===== src/rtl/paicore_pkg.sv =====
// Shared types and helpers for the PAICORE send-path schedulers.
package paicore_pkg;

  typedef enum logic [2:0] {
    IDLE      = 3'd0,
    LOAD      = 3'd1,
    RUN       = 3'd2,
    WAIT_DONE = 3'd3,
    DONE      = 3'd4
  } state_e;

  localparam int CNT_WD_DEF = 32;
  // Split arithmetic runs at this width so the +1 of the ceil half never wraps.
  localparam int SPLIT_WD   = 64;

  // Half of a beat total: take_odd=1 gives ceil(total/2), take_odd=0 gives floor(total/2).
  function automatic logic [SPLIT_WD-1:0] split_half(input logic [SPLIT_WD-1:0] total,
                                                     input logic                take_odd);
    logic [SPLIT_WD:0] w_sum;
    w_sum = {1'b0, total} + {{SPLIT_WD{1'b0}}, take_odd};
    return w_sum[SPLIT_WD:1];
  endfunction

endpackage


===== src/rtl/paicore_done_collect.sv =====
// Sticky per-channel done flags with zero-length pre-set and all-done detect.
module paicore_done_collect (
  input  logic clk,
  input  logic rst,
  input  logic i_clr,
  input  logic i_cap_en,
  input  logic i_preset,
  input  logic i_zero0,
  input  logic i_zero1,
  input  logic i_done0,
  input  logic i_done1,
  output logic o_f0,
  output logic o_f1,
  output logic o_all_done
);

  logic r_f0;
  logic r_f1;
  logic w_set0;
  logic w_set1;

  assign w_set0 = (i_cap_en & i_done0) | (i_preset & i_zero0);
  assign w_set1 = (i_cap_en & i_done1) | (i_preset & i_zero1);

  // Flags only ever set until the next accepted start clears them.
  always_ff @(posedge clk) begin
    if (rst) begin
      r_f0 <= 1'b0;
      r_f1 <= 1'b0;
    end else if (i_clr) begin
      r_f0 <= 1'b0;
      r_f1 <= 1'b0;
    end else begin
      r_f0 <= r_f0 | w_set0;
      r_f1 <= r_f1 | w_set1;
    end
  end

  // Bypass the incoming pulses so completion is seen in the cycle a flag sets.
  assign o_all_done = (r_f0 | w_set0) & (r_f1 | w_set1);
  assign o_f0       = r_f0;
  assign o_f1       = r_f1;

endmodule


===== src/rtl/paicore_send_sched.sv =====
// Dual-channel send transaction controller: length split, source gating, done collection.
// Optional watchdog enabled by defining PAICORE_SEND_SCHED_TIMEOUT_EN.
module paicore_send_sched
  import paicore_pkg::*;
#(
  parameter int               CNT_WD = CNT_WD_DEF,
  parameter int               TO_WD  = 24,
  parameter logic [TO_WD-1:0] TO_CYC = 24'hFFFFFF
) (
  input  logic              clk,
  input  logic              rst,
  input  logic              start,
  input  logic [CNT_WD-1:0] cfg_send_len,
  input  logic              cfg_dual,
  output logic              fork_enable,
  output logic              src_gate,
  input  logic              src_hsk,
  input  logic              c0_hsk,
  input  logic              c1_hsk,
  input  logic              c0_done,
  input  logic              c1_done,
  output logic [CNT_WD-1:0] len_c0,
  output logic [CNT_WD-1:0] len_c1,
  output logic [CNT_WD-1:0] cnt_c0,
  output logic [CNT_WD-1:0] cnt_c1,
  output logic              busy,
  output logic              tx_done,
  output logic              err_len,
  output logic              timeout
);

  localparam logic [CNT_WD-1:0] ONE   = {{(CNT_WD-1){1'b0}}, 1'b1};
  localparam logic [CNT_WD:0]   ONE_X = {{CNT_WD{1'b0}}, 1'b1};

  state_e            r_state;
  state_e            w_state_base;
  state_e            w_state_nxt;
  logic [CNT_WD-1:0] r_len_total;
  logic [CNT_WD-1:0] r_len_c0;
  logic [CNT_WD-1:0] r_len_c1;
  logic [CNT_WD-1:0] r_cnt_c0;
  logic [CNT_WD-1:0] r_cnt_c1;
  logic [CNT_WD-1:0] r_src_cnt;
  logic [CNT_WD-1:0] w_len_c0;
  logic [CNT_WD-1:0] w_len_c1;
  logic              r_dual;
  logic              r_fork_en;
  logic              r_err_len;
  logic              r_tx_done;
  logic              w_start_acc;
  logic              w_cnt_state;
  logic              w_src_last;
  logic              w_all_done;
  logic              w_wd_fire;
  logic              w_f0;
  logic              w_f1;

  assign w_start_acc = (r_state == IDLE) & start;
  assign w_cnt_state = (r_state == LOAD) | (r_state == RUN) | (r_state == WAIT_DONE);
  assign w_src_last  = (({1'b0, r_src_cnt} + ONE_X) == {1'b0, r_len_total});

  // Per-channel lengths from the latched total; C0 takes the odd beat.
  always_comb begin
    w_len_c0 = {CNT_WD{1'b0}};
    w_len_c1 = {CNT_WD{1'b0}};
    if (r_dual) begin
      w_len_c0 = CNT_WD'(split_half(SPLIT_WD'(r_len_total), 1'b1));
      w_len_c1 = CNT_WD'(split_half(SPLIT_WD'(r_len_total), 1'b0));
    end else begin
      w_len_c0 = r_len_total;
      w_len_c1 = {CNT_WD{1'b0}};
    end
  end

  paicore_done_collect u_done_collect (
    .clk        (clk),
    .rst        (rst),
    .i_clr      (w_start_acc),
    .i_cap_en   (r_state != IDLE),
    .i_preset   (r_state == LOAD),
    .i_zero0    (w_len_c0 == {CNT_WD{1'b0}}),
    .i_zero1    (w_len_c1 == {CNT_WD{1'b0}}),
    .i_done0    (c0_done),
    .i_done1    (c1_done),
    .o_f0       (w_f0),
    .o_f1       (w_f1),
    .o_all_done (w_all_done)
  );

  // Next-state decode; a watchdog expiry overrides everything.
  always_comb begin
    w_state_base = r_state;
    case (r_state)
      IDLE:      w_state_base = start ? LOAD : IDLE;
      LOAD:      w_state_base = (r_len_total == {CNT_WD{1'b0}}) ? DONE : RUN;
      RUN:       w_state_base = (src_hsk && w_src_last) ? WAIT_DONE : RUN;
      WAIT_DONE: w_state_base = w_all_done ? DONE : WAIT_DONE;
      DONE:      w_state_base = IDLE;
      default:   w_state_base = IDLE;
    endcase
    w_state_nxt = w_wd_fire ? DONE : w_state_base;
  end

  // State register; tx_done is the registered image of DONE, one cycle later.
  always_ff @(posedge clk) begin
    if (rst) begin
      r_state   <= IDLE;
      r_tx_done <= 1'b0;
    end else begin
      r_state   <= w_state_nxt;
      r_tx_done <= (r_state == DONE);
    end
  end

  // Transaction configuration; lengths and fork mode hold until the next LOAD.
  always_ff @(posedge clk) begin
    if (rst) begin
      r_len_total <= {CNT_WD{1'b0}};
      r_dual      <= 1'b0;
      r_len_c0    <= {CNT_WD{1'b0}};
      r_len_c1    <= {CNT_WD{1'b0}};
      r_fork_en   <= 1'b0;
    end else if (w_start_acc) begin
      r_len_total <= cfg_send_len;
      r_dual      <= cfg_dual;
    end else if (r_state == LOAD) begin
      r_len_c0    <= w_len_c0;
      r_len_c1    <= w_len_c1;
      r_fork_en   <= r_dual;
    end
  end

  // Source and per-channel beat counters with overrun detection.
  always_ff @(posedge clk) begin
    if (rst || w_start_acc) begin
      r_src_cnt <= {CNT_WD{1'b0}};
      r_cnt_c0  <= {CNT_WD{1'b0}};
      r_cnt_c1  <= {CNT_WD{1'b0}};
      r_err_len <= 1'b0;
    end else begin
      if ((r_state == RUN) && src_hsk) begin
        r_src_cnt <= r_src_cnt + ONE;
      end
      if (w_cnt_state && c0_hsk) begin
        if (r_cnt_c0 != {CNT_WD{1'b1}}) r_cnt_c0 <= r_cnt_c0 + ONE;
        if (({1'b0, r_cnt_c0} + ONE_X) > {1'b0, w_len_c0}) r_err_len <= 1'b1;
      end
      if (w_cnt_state && c1_hsk) begin
        if (r_cnt_c1 != {CNT_WD{1'b1}}) r_cnt_c1 <= r_cnt_c1 + ONE;
        if (({1'b0, r_cnt_c1} + ONE_X) > {1'b0, w_len_c1}) r_err_len <= 1'b1;
      end
    end
  end

`ifdef PAICORE_SEND_SCHED_TIMEOUT_EN
  logic [TO_WD-1:0] r_wd;
  logic             r_timeout;
  logic             w_wd_state;
  logic             w_activity;

  assign w_wd_state = (r_state == RUN) | (r_state == WAIT_DONE);
  assign w_activity = src_hsk | c0_hsk | c1_hsk | c0_done | c1_done;
  assign w_wd_fire  = w_wd_state & ~w_activity & (r_wd == (TO_CYC - TO_WD'(1)));

  // Idle-cycle watchdog; restarts on any channel activity.
  always_ff @(posedge clk) begin
    if (rst) begin
      r_wd      <= {TO_WD{1'b0}};
      r_timeout <= 1'b0;
    end else begin
      if (!w_wd_state || w_activity || w_wd_fire) r_wd <= {TO_WD{1'b0}};
      else                                        r_wd <= r_wd + TO_WD'(1);
      if (w_start_acc)    r_timeout <= 1'b0;
      else if (w_wd_fire) r_timeout <= 1'b1;
    end
  end

  assign timeout = r_timeout;
`else
  logic w_unused_to;
  assign w_unused_to = ^TO_CYC;
  assign w_wd_fire   = 1'b0;
  assign timeout     = 1'b0;
`endif

  assign fork_enable = r_fork_en;
  assign src_gate    = (r_state == RUN);
  assign busy        = (r_state != IDLE);
  assign tx_done     = r_tx_done;
  assign err_len     = r_err_len;
  assign len_c0      = r_len_c0;
  assign len_c1      = r_len_c1;
  assign cnt_c0      = r_cnt_c0;
  assign cnt_c1      = r_cnt_c1;

endmodule


===== config.mk =====
export PLATFORM = sky130hd
export DESIGN_NAME = paicore_send_sched
export DESIGN_NICKNAME = d
export VERILOG_FILES = /design/src/rtl/paicore_pkg.sv /design/src/rtl/paicore_done_collect.sv /design/src/rtl/paicore_send_sched.sv
export SDC_FILE = /design/constraint.sdc
export NUM_CORES = 1
export LEC_CHECK = 0
export CORE_MARGIN = 1.5
export CORE_UTILIZATION = 30
export CTS_BUF_LIST = sky130_fd_sc_hd__clkbuf_2 sky130_fd_sc_hd__clkbuf_4 sky130_fd_sc_hd__clkbuf_8
export DETAILED_ROUTE_END_ITERATION = 10
export PLACE_DENSITY_LB_ADDON = 0.12
export SKIP_CTS_REPAIR_TIMING = 1
export SLEW_MARGIN = 20
export SYNTH_ARGS = -nofsm -noshare
export SYNTH_HDL_FRONTEND = slang
export SYNTH_SLANG_ARGS = --single-unit

===== constraint.sdc =====
create_clock -name clk -period 3.35 [get_ports clk]
set_input_delay 0.8375 -clock clk [delete_from_list [all_inputs] [get_ports clk]]
set_output_delay 0.8375 -clock clk [all_outputs]
set_load 0.01 [all_outputs]

* After elaboration in Yosys (flattened, before gate mapping) *
Index checks and enable logic that the tools add are counted.

storage, ports and cells
  bits in registers = 201
  input bits = 41
  output and inout port bits = 134
  word-level logic and storage cells = 67

cells by class
  add/subtract/negate cells = 7
  magnitude comparators = 2
  equality and inequality tests = 7
  mux-type cells = 11
  bitwise operators = 13
  reductions and logical operators = 14

operators with widths
  kind                   count
  $add 32x1->33 const B  4
  $add 32x1->32 const B  3
  $logic_not 32->1       3
  $gt 33x32->1           2
  $ne 32x32->1 const B   2
  $eq 33x32->1           1
  $mux 32                1
  $mux 31                1
  $pmux 3 s4             1
  $and 1x1->1            6
  $eq 3x2->1 const B     2
  $mux 1                 6
  $mux 3                 2
  $or 1x1->1             6
  $reduce_and 2->1       3
  $logic_and 1x1->1      4
  $eq 3x1->1 const B     1
  $eq 3x3->1 const B     1
  $logic_not 3->1        1
  $reduce_bool 3->1      1
  $reduce_or 2->1        1
  $logic_or 1x1->1       1
  $not 1->1              1

* Depth between registers and ports, before layout *
  word-level depth = 9
  gate-level depth with buffers = 19
  depth with buffers taken out = 18

* By module *
A second synthesis with hierarchy kept.

second synthesis, totals
  cell total of the unflattened synthesis = 1723
  area total of the unflattened synthesis = 12976.2 um2

modules (own cells, without submodules)
  module                times used  cells each  area each (um2)  seq. area each (um2)
  paicore_send_sched    1           1716        12892.4          3963.8
  paicore_done_collect  1           7           83.8             40.0

* Least setup slack after synthesis *
No wires, ideal clock.

  kind = register -> register
  from = reg r_cnt_c1[0], in the netlist cnt_c1[0]
  to = reg r_err_len, in the netlist err_len
  library setup time = 0.132 ns
  arrival time = 3.602 ns
  data required time = 3.218 ns
  slack = -0.385 ns
  cell stages (with the launch flop) = 19
  buffers on the path = 0
  period minus slack after synthesis = 3.735 ns
  cells stage by stage = dfxtp_1 > ha_1 > nand3_2 > or3_1 > or2_2 > nor2_1 > and3_1 > and3_1 > xor2_1 > ha_1 > a21o_1 > a21o_1 > a21oi_1 > o21ai_0 > a21oi_1 > o41ai_1 > a31o_1 > nand2_1 > a31oi_1

between the ends
  longest elaborated chain between the ends = 4

ends and longest elaborated chain
  what                    RTL line                   source
  start, declared         paicore_send_sched.sv:42   logic [CNT_WD-1:0] r_cnt_c1;
  start signal, assigned  paicore_send_sched.sv:138  r_cnt_c1 <= {CNT_WD{1'b0}};
  start signal, assigned  paicore_send_sched.sv:149  if (r_cnt_c1 != {CNT_WD{1'b1}}) r_cnt_c1 <= r_cnt_c1 + ONE;
  $add 32x1->33           paicore_send_sched.sv:150  if (({1'b0, r_cnt_c1} + ONE_X) > {1'b0, w_len_c1}) r_err_len <= 1'b1;
  $gt 33x32->1            paicore_send_sched.sv:150
  $mux 1                  paicore_send_sched.sv:150
  $mux 1                  paicore_send_sched.sv:148  if (w_cnt_state && c1_hsk) begin
  end signal, assigned    paicore_send_sched.sv:139  r_err_len <= 1'b0;
  end signal, assigned    paicore_send_sched.sv:146  if (({1'b0, r_cnt_c0} + ONE_X) > {1'b0, w_len_c0}) r_err_len <= 1'b1;
  end signal, assigned    paicore_send_sched.sv:150
  end, declared           paicore_send_sched.sv:48   logic r_err_len;

Every way passes these cells.
A chain may end at the register's enable or synchronous reset.

* Worst setup path in the final report *
Same ends and word-level chain as after synthesis.

==> results.yml <==
cells_and_area:
  final_cell_area_mm2: 0.01692
  final_util: 0.4033
  final_cells: 2532
  drive_gt1_frac: 0.1666
  area_delta_synth_final_pct: 32.58
  layout_commonest_cell: "nand2_1"
  layout_common_cells: "nand2_1, buf_4, nor2_1, dfxtp_1, a21oi_1"
  fin_nets: 2089
  num_antenna_cells: 0
clock_network:
  cts_max_level: 4
  cts_tree: "done"
  clk_pin_slew_ps: 110
  root_buffer: "clkbuf_8"
  clockBufferDepth: 2
  numCtsBuffers: 17
  clk_latency_ps: 530
  cts_sinks: 200
synthesis:
  syn-cell-area_mm2: 0.01276
  ys_seq_area_frac: 0.3138
  synthSimpleGateAreaFrac: 0.2911
  synth-xor-area-share: 0.1222
  synth_compound_area_frac: 0.1484
  synth.distinct_cells: 74
  synth_top_family_by_area: "simple AND/OR/NAND/NOR gates"
  synthMuxAreaShare: 0.007159
  synth_edf_count: 0
  synthArstFlopShare: 0
  ys_warn_count: 0
  ys.flop_type: "dfxtp_1"
  synth-adder-area-share: 0.06669
  syn_inst: 1694
  synth_area_per_cell_um2: 7.532
  yosys_register_bits: 200
hold_path:
  hp-class: "flop to flop"
timing:
  whs_ps: 461.2
  max_freq_mhz: 300.2
  finClkSkew_ps: 23.81
  layout_worst_path_cycle_share: 0.9942
  hold_viol_final: 0
  fin_crit_ps: 3331
  grt_setup_unrepaired: "yes"
  relSlewSlack: 0.3709
  worst_slew_pin_slew_ps: 943.7
  setup_viol: 0
  slew_viol_final: 0
global_route:
  grt_pass1_vias: 12510
  grt_antenna_before_repair: 0
  grt_pass1_wl_um: 74310
  grt.overflow.total: 0
  grt_use_total: 0.2212
  grt_max_degree: 97
floorplanning:
  io_pins: 175
  core.rowCount: 75
  fp.dieArea_mm2: 0.04378
  initial_core_util: 0.3042
  design.core.area_mm2: 0.04195
  die_w_um: 209.2
  dieHeight_um: 209.2
pwr:
  p_sw_frac: 0.3396
  p_clk_frac: 0.310
  p_seq_frac: 0.478
  p_total_w: 0.005193
  power.internal_w: 0.003430
  ir_worst_vdd_uv: 201.9
  p_leak_nw: 6.451
  p_per_area_mw_per_mm2: 307.0
  switching_power_w: 0.001763
  pwr-share-comb: 0.212
setup_path:
  endpoint_kind: "flop"
  critPathKind: "flop to flop"
  crit_required_ps: 3750
  reg2reg_setup_slack_ps: 20
  cp.arrival_ps: 3730
  crit_fanout: 4
  start_kind: "flop"
detailed_routing:
  postRouteAntennaNets: 0
  num_vias: 12950
  vias_per_cell: 5.114
  drt_iter0_drc: 838
  routedWlPerCell_um: 19.05
  dr.pass1.iters: 5
  routed_wirelength_um: 48240
  drc: 0
placement:
  dp_hpwl_um: 36770
  port_buffers: 172
  gp_congestion: 0.8972
  place_inst: 2495
  place_area_mm2: 0.01633
outcome:
  run_status: "finished, final reports clean"
flow_run:
  maxCapViolations: 0
## cell usage after synthesis (all sizes together) (2+ instances only)
master   count  share of area
nand4       51          0.027
nor4        22          0.016
o31ai        6         0.0035
or2          5         0.0028
or3         37          0.018
and2        12         0.0059
dfxtp      200           0.31
clkbuf      76          0.022
nor3b        5         0.0029
nand2      255          0.075
a2111oi      4         0.0027
ha          68          0.067
a22o         2         0.0014
a31oi       11         0.0054
a21o        27          0.016
a31o         3         0.0021
and3        30          0.015
and4        13         0.0090
inv         33         0.0097
o21ai       61          0.024
a21oi      174          0.068
mux2i        8         0.0063
o41ai        5         0.0034
a211oi       8         0.0047
o311a        3         0.0024
xor2        77          0.053
a32oi        2         0.0014
nand3       81          0.034
nor4b        2         0.0014
xnor2      101          0.069
nor3        31          0.013
o21a         2         0.0012
nor4bb       2         0.0016
o22ai        4         0.0020
nor2       198          0.059
nand2b       4         0.0020
or4          2         0.0018
nor2b        8         0.0039
a22oi        4         0.0024
buf         41          0.018
## routing by layer
| layer | track usage | up-vias | part of all wire |
|---|---|---|---|
| li1 | - | 6426 | - |
| met1 | 0.3103 | 6146 | 0.48 |
| met2 | 0.3502 | 330 | 0.45 |
| met3 | 0.03246 | 46 | 0.047 |
| met4 | 0.06497 | 0 | 0.022 |
| met5 | 0 | - | 0 |
## worst max-delay path: stages, from the launching register on
cell	delay, ps
dfxtp_4	390
ha_4	150
nand3_4	60
or3_4	370
or2_4	250
nor2_4	110
and3_4	180
and3_4	170
xor2_1	140
ha_1	260
a21o_1	160
a21o_1	160
a21oi_2	100
o21ai_1	80
a21oi_2	150
o41ai_2	80
a31o_1	230
nand2_2	90
a31oi_1	70
## state kept, by name, indices dropped and copies added (netlist names)
signal / flops
len_c1: 31
tx_done: 1
r_dual: 1
r_len_total: 32
err_len: 1
r_src_cnt: 32
u_done_collect.o_f1: 1
r_state: 3
u_done_collect.o_f0: 1
cnt_c1: 32
len_c0: 32
cnt_c0: 32
fork_enable: 1
## power groups by stage
stage / clock, W / sequential, W / combinational (W)
6_report: 0.00161 / 0.00248 / 0.00110
5_1_grt: 0.00175 / 0.00249 / 0.00119
4_1_cts: 0.00166 / 0.00248 / 0.00107
3_5_place_dp: 0 / 0.00254 / 0.00107
3_3_place_gp: 0 / 0.00253 / 0.00106
2_1_floorplan: 0 / 0.00252 / 0.000574
## worst paths after layout
| check | start | end | cells after the start |
|---|---|---|---|
| worst max-delay path | cnt_c1[0] | err_len | 18 |
| worst min-delay path | len_c0[1] | len_c0[1] | 2 |
| worst max register to register | cnt_c1[0] | err_len | 18 |
| worst min register to register | len_c0[1] | len_c0[1] | 2 |
## stage by stage
stage	worst slack (ps)	TNS [ps]
after global placement	-132.2	-134.8
after floorplan	26.53	0
after detailed placement	-133.3	-133.3
final	19.35	0
after global routing	-143.1	-143.1
after CTS	-163.6	-163.6
## logic make-up after synthesis
group           Yosys count
simple gates            762
compound gates          326
flops                   200
xor+xnor                178
buf+inv                 150
fa+ha+maj                68
mux                       9
other cells               1
## cell type report
type / count / area [um^2]
tap: 539 / 674.4
multi-input combinational: 1345 / 8337
inverter: 33 / 123.9
timing repair buffer: 383 / 3361
sequential: 200 / 4039
clock buffer: 18 / 247.7
clock inverter: 14 / 132.6
fill: 4383 / 25030
Power figures use the tool's default switching activity.
